File: config.mk
export PLATFORM = sky130hd
export DESIGN_NAME = lt24_layer_compositor
export DESIGN_NICKNAME = d
export VERILOG_FILES = /design/src/rtl/lt24_layer_compositor.sv
export SDC_FILE = /design/constraint.sdc
export NUM_CORES = 1
export LEC_CHECK = 0
export CAP_MARGIN = 10
export CORE_AREA = 3 3 197 199
export CTS_CLUSTER_SIZE = 16
export DETAILED_ROUTE_END_ITERATION = 7
export DIE_AREA = 0 0 200 202
export PLACE_DENSITY_LB_ADDON = 0.25
export SETUP_SLACK_MARGIN = 0.1
export SLEW_MARGIN = 15
export SYNTH_ARGS = -nofsm -noshare
export SYNTH_HDL_FRONTEND = slang
export SYNTH_SLANG_ARGS = --single-unit
File: constraint.sdc
create_clock -name clk_clk -period 5.5 [get_ports clk_clk]
set_input_delay 1.1 -clock clk_clk [delete_from_list [all_inputs] [get_ports clk_clk]]
set_output_delay 1.1 -clock clk_clk [all_outputs]
set_load 0.01 [all_outputs]
File: src/rtl/lt24_layer_compositor.sv
`default_nettype none
// ============================================================================
// lt24_layer_compositor
// ----------------------------------------------------------------------------
// Walks every pixel of an H_RES x V_RES frame, reads an upscaled background
// word, overlays up to N_SPR colour-keyed sprite channels fetched from the
// picture memory, and emits RGB565 pixels on a valid/ready stream.
//
// Ports:
//   clk_clk, reset_reset          clock, synchronous active-high reset
//   frame_start/busy/frame_done   frame control and status
//   cfg_*                         staging sprite register write port
//   bg_*                          background memory s2 port (read only)
//   pic_*                         picture memory s2 port (read only)
//   pix_data/valid/ready/last     pixel output stream
//
// Revision: 1.0  initial release
// ============================================================================
module lt24_layer_compositor #(
  parameter int          H_RES    = 240,
  parameter int          V_RES    = 320,
  parameter int          BG_SHIFT = 2,
  parameter int          BG_AW    = 13,
  parameter int          PIC_AW   = 12,
  parameter int          N_SPR    = 4,
  parameter int          SPR_LOG2 = 4,
  parameter logic [15:0] TRANSP   = 16'hF81F
) (
  input  logic                         clk_clk,
  input  logic                         reset_reset,
  input  logic                         frame_start,
  output logic                         busy,
  output logic                         frame_done,
  input  logic                         cfg_write,
  input  logic [2:0]                   cfg_chan,
  input  logic                         cfg_en,
  input  logic [8:0]                   cfg_x,
  input  logic [8:0]                   cfg_y,
  input  logic [PIC_AW-2*SPR_LOG2-1:0] cfg_img,
  output logic [BG_AW-1:0]             bg_address,
  output logic                         bg_chipselect,
  output logic                         bg_clken,
  output logic                         bg_write,
  output logic [15:0]                  bg_writedata,
  output logic [1:0]                   bg_byteenable,
  input  logic [15:0]                  bg_readdata,
  output logic [PIC_AW-1:0]            pic_address,
  output logic                         pic_chipselect,
  output logic                         pic_clken,
  output logic                         pic_write,
  output logic [15:0]                  pic_writedata,
  output logic [1:0]                   pic_byteenable,
  input  logic [15:0]                  pic_readdata,
  output logic [15:0]                  pix_data,
  output logic                         pix_valid,
  input  logic                         pix_ready,
  output logic                         pix_last
);

  localparam int         IMG_W   = PIC_AW - 2*SPR_LOG2;
  localparam int         SPR_SZ  = 1 << SPR_LOG2;
  localparam int         BG_COLS = H_RES >> BG_SHIFT;
  localparam logic [2:0] K_TOP   = 3'(N_SPR - 1);
  localparam logic [8:0] X_LAST  = 9'(H_RES - 1);
  localparam logic [8:0] Y_LAST  = 9'(V_RES - 1);

  typedef enum logic [2:0] {
    S_IDLE = 3'd0,
    S_BG   = 3'd1,
    S_SPR  = 3'd2,
    S_CAP  = 3'd3,
    S_OUT  = 3'd4,
    S_DONE = 3'd5
  } state_t;

  state_t      state;
  logic [8:0]  x, y;
  logic [2:0]  k;
  logic [15:0] colour;
  logic        prev_hit;   // channel whose read is returning this cycle hit

  logic             stg_en  [N_SPR];
  logic [8:0]       stg_x   [N_SPR];
  logic [8:0]       stg_y   [N_SPR];
  logic [IMG_W-1:0] stg_img [N_SPR];
  logic             act_en  [N_SPR];
  logic [8:0]       act_x   [N_SPR];
  logic [8:0]       act_y   [N_SPR];
  logic [IMG_W-1:0] act_img [N_SPR];

  // Active registers of the channel currently being examined.
  logic             sel_en;
  logic [8:0]       sel_x, sel_y;
  logic [IMG_W-1:0] sel_img;
  logic             hit;

  always_comb begin
    sel_en  = 1'b0;
    sel_x   = '0;
    sel_y   = '0;
    sel_img = '0;
    for (int i = 0; i < N_SPR; i++) begin
      if (k == 3'(i)) begin
        sel_en  = act_en[i];
        sel_x   = act_x[i];
        sel_y   = act_y[i];
        sel_img = act_img[i];
      end
    end
  end

  // Widened by one bit so sprites near 511 never wrap back onto the frame.
  logic [9:0] x10, y10, sx10, sy10;
  assign x10  = {1'b0, x};
  assign y10  = {1'b0, y};
  assign sx10 = {1'b0, sel_x};
  assign sy10 = {1'b0, sel_y};
  assign hit  = sel_en && (x10 >= sx10) && (x10 < sx10 + 10'(SPR_SZ)) &&
                (y10 >= sy10) && (y10 < sy10 + 10'(SPR_SZ));

  assign bg_chipselect  = (state == S_BG);
  assign bg_address     = (state == S_BG)
                          ? BG_AW'(32'(y >> BG_SHIFT) * 32'(BG_COLS) + 32'(x >> BG_SHIFT))
                          : '0;
  assign pic_chipselect = (state == S_SPR) && hit;
  assign pic_address    = pic_chipselect
                          ? {sel_img, SPR_LOG2'(y - sel_y), SPR_LOG2'(x - sel_x)}
                          : '0;

  assign bg_clken       = 1'b1;
  assign bg_write       = 1'b0;
  assign bg_writedata   = 16'h0000;
  assign bg_byteenable  = 2'b11;
  assign pic_clken      = 1'b1;
  assign pic_write      = 1'b0;
  assign pic_writedata  = 16'h0000;
  assign pic_byteenable = 2'b11;

  always_ff @(posedge clk_clk) begin
    if (reset_reset) begin
      state      <= S_IDLE;
      x          <= '0;
      y          <= '0;
      k          <= '0;
      colour     <= '0;
      prev_hit   <= 1'b0;
      busy       <= 1'b0;
      frame_done <= 1'b0;
      pix_data   <= '0;
      pix_valid  <= 1'b0;
      pix_last   <= 1'b0;
      for (int i = 0; i < N_SPR; i++) begin
        stg_en[i]  <= 1'b0;
        stg_x[i]   <= '0;
        stg_y[i]   <= '0;
        stg_img[i] <= '0;
        act_en[i]  <= 1'b0;
        act_x[i]   <= '0;
        act_y[i]   <= '0;
        act_img[i] <= '0;
      end
    end else begin
      if (cfg_write) begin
        for (int i = 0; i < N_SPR; i++) begin
          if (cfg_chan == 3'(i)) begin
            stg_en[i]  <= cfg_en;
            stg_x[i]   <= cfg_x;
            stg_y[i]   <= cfg_y;
            stg_img[i] <= cfg_img;
          end
        end
      end

      case (state)
        S_IDLE: begin
          if (frame_start) begin
            // Copies the pre-write staging values, so a coincident
            // cfg_write only lands in the following frame.
            for (int i = 0; i < N_SPR; i++) begin
              act_en[i]  <= stg_en[i];
              act_x[i]   <= stg_x[i];
              act_y[i]   <= stg_y[i];
              act_img[i] <= stg_img[i];
            end
            x     <= '0;
            y     <= '0;
            busy  <= 1'b1;
            state <= S_BG;
          end
        end
        S_BG: begin
          k     <= K_TOP;
          state <= S_SPR;
        end
        S_SPR: begin
          if (k == K_TOP) begin
            colour <= bg_readdata;
          end else if (prev_hit && (pic_readdata != TRANSP)) begin
            colour <= pic_readdata;
          end
          prev_hit <= hit;
          if (k == 3'd0) begin
            state <= S_CAP;
          end else begin
            k <= k - 3'd1;
          end
        end
        S_CAP: begin
          pix_data  <= (prev_hit && (pic_readdata != TRANSP)) ? pic_readdata : colour;
          pix_valid <= 1'b1;
          pix_last  <= (x == X_LAST) && (y == Y_LAST);
          state     <= S_OUT;
        end
        S_OUT: begin
          if (pix_ready) begin
            pix_valid <= 1'b0;
            pix_last  <= 1'b0;
            if (pix_last) begin
              frame_done <= 1'b1;
              state      <= S_DONE;
            end else begin
              if (x == X_LAST) begin
                x <= '0;
                y <= y + 9'd1;
              end else begin
                x <= x + 9'd1;
              end
              state <= S_BG;
            end
          end
        end
        S_DONE: begin
          frame_done <= 1'b0;
          busy       <= 1'b0;
          state      <= S_IDLE;
        end
        default: state <= S_IDLE;
      endcase
    end
  end

endmodule
`default_nettype wire

==> summary.txt <==
Timing
  – Setup Skew: ~18 ps
  – Worst-Margin Slew: 1141 ps
  – Final period util: a little over nine tenths
  – Fin Setup TNS: 0 ps
  – Setup violators final: 0
  – Relative slew slack: between 20% and 30%
  – Max Slew Vio Count: 0
  – Final Hold Viols: 0
  – Max Fclk: a little under 200 MHz
  – Hold_ws: 483.9 ps
  – Final Critical Period: 5170 ps
  – RSZ-0062 raised after global routing: false

Global routing
  – Congestion Overflow GR: 0
  – Largest net degree at the start of global routing: 84
  – Initial antenna violation count: 0
  – Vias in the first global route: 8615
  – Overall fraction of global-route tracks in use: around 15%
  – First-pass GRT wire length: 47060 um

Layout
  – Storage element area: 6758 um^2
  – Footprint of the multi-input gates: between 5000 and 6000 um^2
  – Nets@finish: 1457
  – P&R area growth vs syn: 19.94%
  – Non-Filler Instances: 1850
  – Diode count: 0
  – Share of layout cells above drive strength 1: approximately 11%
  – Fillers: 3588

Floorplan
  – Die area: 40400 um^2
  – Initial Utilization: 34.61%
  – Die X: roughly 200 um
  – # rows: between 70 and 80
  – Core footprint: 37400 um^2
  – Die Ht: 202 um
  – Total I/O pin count: 150

Synthesis
  – Post-Synthesis Cells: between 1000 and 1500
  – Seq/Total Area, Yosys: between 50% and 60%
  – EDFF count, synth: around 180
  – Async S/R FF share, synth: 0%
  – Avg Cell Area, Syn: 10.70 um^2
  – Post-synthesis cell type count: 66
  – #FFs+latches synth: 245
  – Ys Warns: 0
  – Ys flop type: edfxtp_1
  – Mapped Area: 12940 um^2

Power and ir drop
  – Maximum VDD drop: 0.0002370 V
  – Net Switching: 0.001345 W
  – Combinational Power Share: between 10% and 20%
  – P per Cell Area: 317.7 nW/um^2
  – Sw Ratio: between 20% and 30%
  – Clock share of power: 36.3%
  – Share of power burned in registers: 44.7%
  – Int Pwr: 0.003586 W
  – LEAKAGE: roughly 6.1 nW

Critical path
  – Req. time, crit path: 4400 ps
  – Crit Path Category: flop to primary output
  – CP Launch Type: flop
  – Critical Path Sink Type: primary output
  – CP Launch Point: k[0]$_SDFFE_PP0P_
  – Worst-path fanout max: 19
  – WP data arrival: 4070 ps
  – Worst r2r src: k[0]$_SDFFE_PP0P_

Placement
  – Post-DP HPWL: 20520 um
  – GPL Wtd Cong: 0.8257
  – Placed cells: 1798
  – Input/output buffers: roughly 110

Detailed routing
  – Vias: just under 9000
  – WL final: 29920 um
  – DRC errors left: 0
  – Drt first pass iters: 4
  – Mean routed wirelength per cell: ~16 um
  – Via density: about 4.7
  – DRT antenna net count: 0
  – DR iter-0 viols: about 490

Clock network
  – Max H-tree Level: 1
  – CTS Root Cell: clkbuf_16
  – Cts hold-fix bufs: 0
  – CTS tree: done
  – Sink Count: 245
  – Clk_lat worst skew: 540 ps
  – Clk buf depth: 3
  – CTS buffer count: 28
  – CTS clk-pin slew, worst paths: 60 ps

Job
  – Max-cap violations: 0

Worst hold path
  – Min-delay src: colour[7]$_SDFFE_PP0P_
  – Worst min-delay path category: flop to flop

Outcome
  – Status: completed
[repair_timing]
item / CTS / global route
buffers inserted: 2 / 0
pin swaps: 2 / 0
setup endpoints to repair: 18 / 18
gates resized for setup: 41 / 41
[state kept, by name, summed over array words and instances, names as in the netlist]
name and flops:
busy 1, stg_x 36, state 3, stg_en 4, act_x 36, act_img 16
pix_data 16, stg_img 16, stg_y 36, pix_valid 1, y 9, prev_hit 1
k 3, act_en 4, act_y 36, colour 16, x 9, pix_last 1
frame_done 1
[cell usage after synthesis, drive strengths merged (2+ instances only)]
library cell | count | area share [%]
buf | 59 | 3.2
o31ai | 2 | 0.12
o2111ai | 3 | 0.25
and2 | 189 | 9.1
a311oi | 2 | 0.14
nand2b | 7 | 0.34
nand4 | 8 | 0.39
nor2b | 12 | 0.58
a21oi | 61 | 2.4
edfxtp | 184 | 43
or3 | 2 | 0.097
clkinv | 2 | 0.058
nor4 | 3 | 0.19
conb | 2 | 0.058
a22oi | 4 | 0.23
nand3 | 8 | 0.31
a221oi | 7 | 0.47
a21o | 10 | 0.58
xnor2 | 22 | 1.5
nand2 | 54 | 1.6
mux2i | 17 | 1.3
clkbuf | 44 | 1.3
ha | 61 | 5.9
a2111oi | 2 | 0.15
o211ai | 2 | 0.12
or3b | 2 | 0.14
a211oi | 25 | 1.5
and3 | 6 | 0.29
o21ai | 67 | 2.6
nor3 | 45 | 2.1
or2 | 4 | 0.19
xor2 | 13 | 0.88
fa | 14 | 2.2
a31o | 5 | 0.34
nor2 | 104 | 3.0
nor3b | 5 | 0.29
a2bb2oi | 2 | 0.14
and3b | 4 | 0.27
inv | 54 | 1.6
dfxtp | 61 | 9.4
nand3b | 17 | 0.99
or4 | 3 | 0.17
[worst max-delay path, stage by stage, from the launching register on]
cell             delay, ps
dfxtp_2                360
inv_1                  120
ha_2                   230
buf_12                 160
nand3b_1                90
a21oi_1                150
a21oi_1                 50
o21ai_0                290
nand2_1                180
fa_2                   410
a211oi_2               210
o21ai_0                130
a31o_2                 270
a21oi_2                180
a21oi_4                110
buf_12                 200
nor3_2                 140
clkdlybuf4s15_1        250
[per-stage QoR]
| stage | util [%] | power [W] | cell area, um^2 | setup slack (ps) |
|---|---|---|---|---|
| 2_1_floorplan | - | 0.002822 | 13090 | 807.3 |
| 3_3_place_gp | 38.95 | 0.003146 | 14570 | 252.8 |
| 3_5_place_dp | 38.95 | 0.003154 | 14570 | 157.9 |
| 4_1_cts | 41.49 | 0.004978 | 15520 | 105.9 |
| 5_1_grt | 41.51 | 0.005170 | 15520 | 79.49 |
| 6_report | 41.51 | 0.004931 | 15520 | 330.1 |
[area by class of cell]
class,count,share of cell area [%]
Clock inverter,13,0.7899
Clock buffer,37,4.868
Timing Repair Buffer,144,8.600
Inverter,56,1.354
Multi-Input combinational cell,844,36.74
Sequential cell,245,43.53
Tap cell,511,4.119
[cell families after synthesis]
kind of cell / Yosys count / share of synthesized area, %
AOI/OAI and AO/OA: 200 / 9.600
xor gates and xnor gates: 35 / 2.368
muxes: 17 / 1.315
buffers and inverters: 159 / 6.091
other: 2 / 0.05803
and+or+nand+nor: 477 / 20.38
DFF: 245 / 52.13
adders and majority gates: 75 / 8.063
[final timing paths]
check,endpoint,slack (ps),cells after the start
setup / recovery,pic_address[4],330,17
hold / removal,pix_data[7]$_SDFFE_PP0P_,480,2
setup reg to reg,prev_hit$_SDFFE_PP0P_,2010,16
hold reg to reg,pix_data[7]$_SDFFE_PP0P_,480,2
[power by group through the flow]
stage          Combinational, W  Clock [W]  Sequential (W)
2_1_floorplan          0.000591          0         0.00223
3_3_place_gp           0.000903          0         0.00224
3_5_place_dp           0.000908          0         0.00225
4_1_cts                0.000934    0.00184         0.00221
5_1_grt                 0.00104    0.00191         0.00222
6_report               0.000934    0.00179         0.00221
[layout by cell type, fill, tap and decap left out, drive strengths merged, types with 22 or more instances in the layout]
cell type / count
inv: 54
conb: 40
and2: 189
xnor2: 22
o21ai: 67
clkdlybuf4s50: 90
nand2: 54
buf: 36
clkbuf: 48
nor2: 104
nor3: 45
a211oi: 25
dfxtp: 61
a21oi: 61
ha: 61
edfxtp: 184
[metal layers]
metal  part of all wire (%)  up-vias  wire (um)  global-route usage (%)
li1                       -     4356          -                       -
met1                     46     4133      13810                   20.52
met2                     48      172      14240                   24.03
met3                    4.5       43       1349                   2.234
met4                    1.7        0        523                   3.290
met5                      0        -          0                       0
(Power assumes the default switching activity.)
